File: config.mk
export PLATFORM = sky130hd
export DESIGN_NAME = buzzer_arbiter
export DESIGN_NICKNAME = d
export VERILOG_FILES = /design/src/rtl/buzzer_arbiter.sv
export SDC_FILE = /design/constraint.sdc
export NUM_CORES = 1
export LEC_CHECK = 0
export CAP_MARGIN = 10
export CORE_ASPECT_RATIO = 0.75
export CORE_MARGIN = 3
export CORE_UTILIZATION = 45
export CTS_BUF_LIST = sky130_fd_sc_hd__clkbuf_16
export CTS_CLUSTER_SIZE = 28
export DETAILED_ROUTE_END_ITERATION = 12
export DONT_BUFFER_PORTS = 1
export MAX_ROUTING_LAYER = met4
export PLACE_DENSITY = 0.59
export RECOVER_POWER = 50
export SETUP_SLACK_MARGIN = 0.1
export SLEW_MARGIN = 20
export SYNTH_ARGS = -nofsm -noshare
export SYNTH_HDL_FRONTEND = slang
export SYNTH_SLANG_ARGS = --single-unit
File: constraint.sdc
create_clock -name clk -period 3.1 [get_ports clk]
set_clock_uncertainty 0.15 [all_clocks]
set_input_delay 0.465 -clock clk [delete_from_list [all_inputs] [get_ports clk]]
set_output_delay 0.465 -clock clk [all_outputs]
set_load 0.01 [all_outputs]
File: src/rtl/buzzer_arbiter.sv
// -----------------------------------------------------------------------------
// buzzer_arbiter
//
// Shares the single buzzer note path between three note sources. Fixed priority
// (req[0] keyboard > req[1] learning > req[2] auto-play) with a minimum hold
// time, so a short key tap is still audible and preemption cannot chop a note
// into clicks. All outputs are registered.
//
// Optional feature macro: BUZZER_ARBITER_GAP_EN
//   defined   : every release passes through a silent GAP of GAP_CYCLES cycles,
//               then one IDLE cycle, before anyone is granted again.
//   undefined : no GAP state or gap counter; handover to the next requester is
//               direct, with no silent cycle.
//
// Parameters
//   MIN_HOLD   minimum cycles a granted note sounds before release (>= 1)
//   GAP_CYCLES silent cycles between grants (gap build only)
//   CNT_W      width of hold/gap counters; must hold max(MIN_HOLD, GAP_CYCLES)
//
// Ports
//   clk        system clock
//   rst        asynchronous, active-high reset
//   req[2:0]   request per source, bit0 highest priority
//   note_in    4-bit note per source, source i at [4i+3:4i]
//   grant      one-hot current owner, 0 when silent
//   note_out   latched note of the owner for the tone generator
//   play_out   buzzer enable, equals (grant != 0)
//   busy       high whenever the arbiter is not idle
//   preempted  one-cycle pulse to the owner that lost the buzzer while its
//              request was still high
// -----------------------------------------------------------------------------
module buzzer_arbiter #(
    parameter int unsigned MIN_HOLD   = 2_000_000,
    parameter int unsigned GAP_CYCLES = 500_000,
    parameter int unsigned CNT_W      = 26
) (
    input  logic        clk,
    input  logic        rst,
    input  logic [2:0]  req,
    input  logic [11:0] note_in,
    output logic [2:0]  grant,
    output logic [3:0]  note_out,
    output logic        play_out,
    output logic        busy,
    output logic [2:0]  preempted
);

    localparam longint unsigned CNT_CAP = (64'd1 << CNT_W) - 64'd1;
    localparam longint unsigned CNT_MAX = (MIN_HOLD > GAP_CYCLES) ? MIN_HOLD : GAP_CYCLES;

    // Reject configurations the counters cannot represent.
    generate
        if (MIN_HOLD < 1 || GAP_CYCLES < 1 || CNT_MAX > CNT_CAP) begin : g_bad_cfg
            $error("buzzer_arbiter: MIN_HOLD/GAP_CYCLES out of range for CNT_W");
        end
    endgenerate

    localparam logic [CNT_W-1:0] HOLD_MAX = CNT_W'(MIN_HOLD);
`ifdef BUZZER_ARBITER_GAP_EN
    localparam logic [CNT_W-1:0] GAP_LAST = CNT_W'(GAP_CYCLES - 1);
`endif

    typedef enum logic [1:0] {
        S_IDLE,
        S_PLAY
`ifdef BUZZER_ARBITER_GAP_EN
        ,
        S_GAP
`endif
    } state_t;

    state_t             r_state;
    logic [2:0]         r_grant;
    logic [3:0]         r_note;
    logic               r_play;
    logic               r_busy;
    logic [2:0]         r_preempt;
    logic [CNT_W-1:0]   r_hold_cnt;
`ifdef BUZZER_ARBITER_GAP_EN
    logic [CNT_W-1:0]   r_gap_cnt;
    logic [CNT_W-1:0]   w_gap_next;
`endif

    state_t             w_state_next;
    logic [2:0]         w_grant_next;
    logic [3:0]         w_note_next;
    logic [2:0]         w_preempt_next;
    logic [CNT_W-1:0]   w_hold_next;

    logic [3:0]         w_note_src [3];
    logic [2:0]         w_req_first;
    logic [3:0]         w_first_note;
    logic [3:0]         w_owner_note;
    logic               w_own_req;
    logic               w_higher_req;
    logic               w_eligible;
    logic               w_release;

    // Split the packed note bus into one note per source.
    genvar gi;
    generate
        for (gi = 0; gi < 3; gi++) begin : g_src
            assign w_note_src[gi] = note_in[4*gi +: 4];
        end
    endgenerate

    // Lowest set bit of req is the highest-priority requester.
    assign w_req_first  = req & (~req + 3'd1);
    // r_grant - 1 is a mask of all sources with higher priority than the owner.
    assign w_higher_req = |(req & (r_grant - 3'd1));
    assign w_own_req    = |(req & r_grant);
    assign w_eligible   = (r_hold_cnt == HOLD_MAX);
    assign w_release    = w_eligible && (!w_own_req || w_higher_req);

    always_comb begin
        w_first_note = 4'd0;
        w_owner_note = 4'd0;
        for (int i = 0; i < 3; i++) begin
            if (w_req_first[i]) w_first_note = w_note_src[i];
            if (r_grant[i])     w_owner_note = w_note_src[i];
        end
    end

    // Next-state and next-output logic.
    always_comb begin
        w_state_next   = r_state;
        w_grant_next   = r_grant;
        w_note_next    = r_note;
        w_hold_next    = r_hold_cnt;
        w_preempt_next = 3'b000;
`ifdef BUZZER_ARBITER_GAP_EN
        w_gap_next     = r_gap_cnt;
`endif
        case (r_state)
            S_IDLE: begin
                if (req != 3'b000) begin
                    w_state_next = S_PLAY;
                    w_grant_next = w_req_first;
                    w_note_next  = w_first_note;
                    w_hold_next  = '0;
                end
            end
            S_PLAY: begin
                if (w_release) begin
                    w_preempt_next = r_grant & req;
`ifdef BUZZER_ARBITER_GAP_EN
                    w_state_next = S_GAP;
                    w_grant_next = 3'b000;
                    w_gap_next   = '0;
`else
                    if (req != 3'b000) begin
                        // Direct handover: the owner has no request or a
                        // higher one exists, so w_req_first is a new source.
                        w_grant_next = w_req_first;
                        w_note_next  = w_first_note;
                        w_hold_next  = '0;
                    end else begin
                        w_state_next = S_IDLE;
                        w_grant_next = 3'b000;
                    end
`endif
                end else if (w_own_req && !w_higher_req && (w_owner_note != r_note)) begin
                    // A new note from the owner restarts the hold window.
                    w_note_next = w_owner_note;
                    w_hold_next = '0;
                end else if (!w_eligible) begin
                    w_hold_next = r_hold_cnt + CNT_W'(1);
                end
            end
`ifdef BUZZER_ARBITER_GAP_EN
            S_GAP: begin
                if (r_gap_cnt >= GAP_LAST) begin
                    w_state_next = S_IDLE;
                end else begin
                    w_gap_next = r_gap_cnt + CNT_W'(1);
                end
            end
`endif
            default: begin
                w_state_next = S_IDLE;
                w_grant_next = 3'b000;
            end
        endcase
    end

    always_ff @(posedge clk or posedge rst) begin
        if (rst) begin
            r_state    <= S_IDLE;
            r_grant    <= 3'b000;
            r_note     <= 4'd0;
            r_play     <= 1'b0;
            r_busy     <= 1'b0;
            r_preempt  <= 3'b000;
            r_hold_cnt <= '0;
`ifdef BUZZER_ARBITER_GAP_EN
            r_gap_cnt  <= '0;
`endif
        end else begin
            r_state    <= w_state_next;
            r_grant    <= w_grant_next;
            r_note     <= w_note_next;
            r_play     <= (w_grant_next != 3'b000);
            r_busy     <= (w_state_next != S_IDLE);
            r_preempt  <= w_preempt_next;
            r_hold_cnt <= w_hold_next;
`ifdef BUZZER_ARBITER_GAP_EN
            r_gap_cnt  <= w_gap_next;
`endif
        end
    end

    assign grant     = r_grant;
    assign note_out  = r_note;
    assign play_out  = r_play;
    assign busy      = r_busy;
    assign preempted = r_preempt;

endmodule

======== Word-level counts from Yosys, hierarchy flattened ========
Cells that the tools add are included.
word-level totals
  input port bits ......................... 17
  word-level logic and storage cells ...... 59
  RAM bits ................................ 0
  output and inout port bits .............. 12
  register bits after elaboration ......... 40
  bits in read-only memories .............. 0
  latch bits .............................. 0
  memories kept ........................... 0
operators by class
  $lt $le $gt $ge ......................... 0
  shift operators ......................... 0
  eq/ne operators ......................... 5
  mux-type cells .......................... 25
  divide/modulo/power cells ............... 0
  multipliers ............................. 0
  add/sub/neg operators ................... 3
  reductions and logical operators ........ 15
  bitwise logic cells ..................... 4
operators with widths
  cell                                                                     count
  26-bit two-way mux                                                       4
  26-bit case mux with 2 select lines                                      1
  4-bit two-way mux                                                        9
  26-bit by 1-bit adder with 26-bit output, second input constant          1
  26-bit by 21-bit equality test with 1-bit output, second input constant  1
  3-bit two-way mux                                                        5
  3-bit bitwise AND                                                        3
  4-bit case mux with 2 select lines                                       1
  2-bit two-way mux                                                        3
  3-bit case mux with 2 select lines                                       1
  3-bit nonzero test                                                       2
  3-bit OR reduction                                                       2
  4-bit inequality test                                                    1
  4-bit inequality test, second input constant                             1
  2-bit case mux with 2 select lines                                       1
  2-bit AND reduction                                                      2
  2-bit nonzero test                                                       2
  3-bit by 1-bit adder with 3-bit output, second input constant            1
  1-bit logical AND                                                        3
  3-bit inequality test, second input constant                             1
  3-bit inverter                                                           1
  3-bit by 1-bit subtractor with 3-bit output, second input constant       1
  2-bit by 1-bit equality test with 1-bit output, second input constant    1
  1-bit zero test                                                          2
  other kinds (2)                                                          2

======== Depth between registers and ports, before layout ========
  depth after elaboration ................. 9
  gate-level depth with buffers ........... 11
  mapped depth without buffers ............ 9

======== Worst setup path before layout ========
OpenSTA, ideal clock, no wires.
  kind .................................... register to register
  from .................................... register r_grant[0] (netlist: grant[0])
  to ...................................... register r_play (netlist: play_out)
  cell stages (with the launch flop) ...... 10
  required time ........................... 2.819 ns
  period minus slack after synthesis ...... 2.565 ns
  setup slack ............................. 0.535 ns
  buffers on the path ..................... 1
  setup time .............................. 0.131 ns
  arrival time ............................ 2.284 ns
  cells stage by stage .................... dfrtp_1 > buf_2 > inv_1 > ha_1 > a2bb2oi_1 > a211oi_2 > or2b_2 > o31ai_1 > a32o_1 > or3_1
on the way
  cells in the longest elaborated chain, start to end .. 8
  elaborated cells on any way between the ends .. 12
  classes of those cells .................. add/sub: 1; mux: 3; bitwise: 2; reduce/logical: 6
RTL lines
  what                                                                              line      RTL
  from (decl)                                                                       73        logic [2:0] r_grant;
  from (signal assigned)                                                            200       r_grant <= w_grant_next;
  3-bit by 1-bit subtractor with 3-bit output or 3-bit bitwise AND (tied branches)  110, 111
  3-bit bitwise AND or 3-bit OR reduction (tied branches)                           110, 111
  3-bit OR reduction or 1-bit zero test (tied branches)                             110, 113
  1-bit logical OR (*)                                                              113       assign w_release = w_eligible && (!w_own_req || w_higher_req);
  1-bit logical AND (*)                                                             113
  3-bit two-way mux (*)                                                             144       if (w_release) begin
  3-bit case mux with 2 select lines (*)                                            134       case (r_state)
  net w_grant_next[2]                                                               85        logic [2:0] w_grant_next;
  3-bit nonzero test (*)                                                            202       r_play <= (w_grant_next != 3'b000);
  to (signal assigned)                                                              202
  to (decl)                                                                         75        logic r_play;
Mark *: on every way through the listed nets, which the timed path passes. The rest lies on a longest branch.
A chain may end at the register's enable or synchronous reset.

======== Worst setup path after layout ========
  from .................................... register r_grant[2] (netlist: grant[2])
  to ...................................... register r_hold_cnt[21]
on the way
  cells in the longest elaborated chain, start to end .. 9
  elaborated cells on any way between the ends .. 18
  classes of those cells .................. add/sub: 1; eq/ne: 2; mux: 4; bitwise: 2; reduce/logical: 9
RTL lines
  what                                         line  RTL
  3-bit by 1-bit subtractor with 3-bit output  110   assign w_higher_req = |(req & (r_grant - 3'd1));
  3-bit bitwise AND                            110
  3-bit OR reduction                           110
  1-bit zero test                              162   end else if (w_own_req && !w_higher_req && (w_owner_note != r_note)) begin
  1-bit logical AND (2 in series)              162
  26-bit two-way mux                           162
  26-bit two-way mux                           144
  26-bit case mux with 2 select lines          134
  to (signal assigned)                         205   r_hold_cnt <= w_hold_next;
  to (decl)                                    78    logic [CNT_W-1:0] r_hold_cnt;
Parallel ways exist; a longest one is shown, timed or not.

==> parameters.txt <==
Parameter                              Value

Place
  Gp weighted congestion    0.8594
  Number of buffers added on ports    0
  DP HPWL    5305 um
  Pre-CTS setup slack    0.3596 ns
  DP Area    0.002835 mm^2

CTS
  Post-CTS Setup Bufs    0
  Clock slew at reported path FFs    0.06 ns
  CTS tree    done
  CTS Root Buffer Type    sky130_fd_sc_hd__clkbuf_16
  Clock network latency to the later pin of the worst-skew pair    0.28 ns
  Clock buffer depth    2
  CTS buffer count    5
  CTS sink count    40
  Count of hold buffers inserted by post-cts repair    0
  Number of levels the H-tree was split into    2
  Post-CTS Resized    0

STA
  RSZ-0062 raised after global routing    false
  Count of endpoints failing setup in the final report    0
  Number of max-slew violations in the final report    0
  Final worst slack    0.3373 ns
  Rel. slew slack    30.29%
  Highest Clock Rate    0.3620 GHz
  Total negative slack    0 ns
  Endpoints failing hold    0
  Final critical path time including I/O delays and setup    2.763 ns
  Worst Max-Slew Pin Slew    1.044 ns
  Final clock period utilization by the worst path    89.12%

Die
  Total number of placement rows    23
  Die area    0.007074 mm^2
  Horizontal extent of the die    96.13 um
  I/O pin count    29
  Die height    73.60 um
  Core Box Area    0.005612 mm^2
  Initial Util    48.85%

Routing
  Via Count    2484
  Routed vias/inst    6.210
  Total iterations of the first detailed-routing run    5
  First DRT Iteration DRCs    233
  DRC violation count after routing    0
  Final wirelength    7116 um
  Average routed wire per standard cell    17.79 um
  Remaining number of nets flagged by the antenna check after routing    0

Worst setup path
  Peak per-stage delay on the critical path    0.66 ns
  Family with the most delay on the worst path    compound AO/OA/AOI/OAI gates
  CP Cell Sequence    nor2b_1 > a21boi_1 > a2111oi_2 > a31oi_2 > nor4b_4 > nand4_1 > o31ai_1
  Reg2reg start    grant[2]
  Buffering stage count on the worst path with inverters included    0
  Critical path data required time    3.14 ns
  Worst EP arrival    2.80 ns
  Length in cells of the worst reg-to-reg path    7
  Element type at the critical path end    register
  Type of origin of the critical path    register
  Critical-path maximum fanout    17
  Terminus of the critical flop-to-flop path    r_hold_cnt[21]
  Slowest library cell on the worst path    sky130_fd_sc_hd__dfrtp_1
  Reg2Reg Setup Slack    0.34 ns
  Critical path start-end classification    register to register

Layout
  Area overhead of the layout relative to synthesis    8.718%
  Layout cell share with drive strength beyond 1    8.923%
  Commonest cells after routing, fill and taps aside    40 x sky130_fd_sc_hd__dfrtp_1, 31 x sky130_fd_sc_hd__nand2_1, 21 x sky130_fd_sc_hd__nand3_1, 21 x sky130_fd_sc_hd__o21ai_0, 20 x sky130_fd_sc_hd__nor2_1
  Final non-filler cell area    0.002980 mm^2
  Leading cell type in the layout, fill and taps excluded    sky130_fd_sc_hd__dfrtp_1
  Multi-input combinational cell area    0.001594 mm^2
  Filler Cells Inserted    537
  N_diodes    0
  Final layout net count    344
  Footprint of the flip-flops and latches    0.001001 mm^2

Synth
  Total of flip-flops plus latches after synthesis    40
  Combined area of all synthesized cells    0.002741 mm^2
  Post-Syn Area per Cell    8.461 um^2
  Fraction of post-synthesis cell area in the top cell type by area    36.51%
  Synthesized instance count    324
  Cell type with the highest aggregate area in the netlist    sky130_fd_sc_hd__dfrtp_1
  Number of enable flip-flop cells after synthesis    0
  Primary flip-flop cell chosen by synthesis mapping    sky130_fd_sc_hd__dfrtp_1
  Top area cells in the synthesized netlist    sky130_fd_sc_hd__dfrtp_1 37%, sky130_fd_sc_hd__nand2_1 4.2%, sky130_fd_sc_hd__nand3_1 3.8%
  Synth Warn #    0
  Net count of the mapped netlist    344
  Portion of the post-synthesis area used by sequential elements    36.51%
  Post-synth cell types    55
  Post-synthesis async set-or-reset flop share    100.0%

Worst hold path
  Hold WC Path Type    input port to register
  Hold path cells    2
  Start point of the worst min-delay path    req[2]
  Hold Path Sink    preempted[2]

Outcome
  Status    complete, no violations

Global route
  Overall routing resource usage    22.07%
  Pin count of the biggest net entering global routing    29
  Total global routing overflow    0
  Number of global-route vias before repair    2177
  Global-route wire length before repair    11640 um
  Antenna violations before repair    0

Flow run
  Count of max-cap constraint violations    0

Power and ir drop
  Leak pwr    1.201 nW
  Power density relative to cell area    453.7 mW/mm^2
  Maximum vdd drop    0.2287 mV
[flip-flops by register name, indices dropped and copies added, names as in the netlist]
register	count
busy	1
grant	3
note_out	4
play_out	1
preempted	3
r_hold_cnt	26
r_state	2
[area by class of cell]
type                       count  area share [%]
clock buffer                   5           4.198
clock inverter                 3          0.7976
inverter                      17           2.141
multi-input combinational    249           53.48
sequential                    40           33.59
tap                           75           3.149
timing repair buffer          11           2.645
[cell families (layout without fill, tap and decap cells)]
kind of cell	count (synthesis)	after routing	synth area share [%]
and+or+nand+nor	126	126	25.19
AOI/OAI and AO/OA	103	103	25.88
DFF	40	40	36.51
buffers and inverters	35	36	5.340
muxes	10	10	3.651
xor gates and xnor gates	6	6	1.917
adders and majority gates	3	3	1.369
other	1	1	0.1368
[cells in the mapped netlist, drive strengths merged (2+ instances only)]
master	number
dfrtp	40
nand2	31
o21ai	23
nand3	21
nor2	20
a21oi	18
inv	17
buf	12
mux2i	10
o31ai	10
nand4	9
a22o	8
a2bb2oi	8
and3	6
clkbuf	6
nor2b	6
nor3	6
a21o	5
a22oi	5
nor4b	5
o22ai	5
and4	4
o21bai	4
a21boi	3
ha	3
nand2b	3
nor4	3
o211ai	3
xnor2	3
xor2	3
a31oi	2
and2	2
nand3b	2
or2	2
or3	2
[stage by stage]
step / std cells / hold WS, ns / power [mW] / util (%)
final: 400 / 0.1598 / 1.352 / 53.11
after global routing: 400 / 0.1657 / 1.420 / 53.11
after CTS: 400 / 0.06439 / 1.362 / 53.18
after detailed placement: 392 / 0.3660 / 0.8503 / 50.52
after global placement: 392 / 0.3546 / 0.8501 / 50.52
after floorplan: 324 / 0.3263 / 0.7895 / -
[worst reg2reg max path: stages (launching register included)]
cell and delay [ns]:
sky130_fd_sc_hd__dfrtp_1 0.66, sky130_fd_sc_hd__nor2b_1 0.13, sky130_fd_sc_hd__a21boi_1 0.18, sky130_fd_sc_hd__a2111oi_2 0.45, sky130_fd_sc_hd__a31oi_2 0.28, sky130_fd_sc_hd__nor4b_4 0.33
sky130_fd_sc_hd__nand4_1 0.23, sky130_fd_sc_hd__o31ai_1 0.26
[power breakdown]
group	switching [mW]	total [mW]	internal, mW
combinational	0.132	0.237	0.105
sequential	0.0571	0.606	0.549
clock	0.210	0.509	0.299
[layer usage]
| metal | vias to the layer above | global-route usage, % | part of all wire (%) |
|---|---|---|---|
| met1 | 1199 | 36.29 | 55 |
| li1 | 1202 | - | - |
| met2 | 78 | 26.55 | 38 |
| met3 | 5 | 5.220 | 6.7 |
| met5 | - | - | 0 |
| met4 | 0 | 3.943 | 0.55 |
[worst max-delay path by stage]
stage / start / to / slack (ns) / cells past startpoint
after floorplan: grant[0] / play_out / 0.54 / 9
final: grant[2] / r_hold_cnt[21] / 0.34 / 7
after detailed placement: grant[2] / r_hold_cnt[19] / 0.36 / 7
after global placement: grant[2] / r_hold_cnt[21] / 0.35 / 7
after CTS: grant[2] / r_hold_cnt[21] / 0.35 / 7
after global routing: grant[2] / r_hold_cnt[19] / 0.12 / 7
Note: power is estimated with default switching activity, not from simulation.
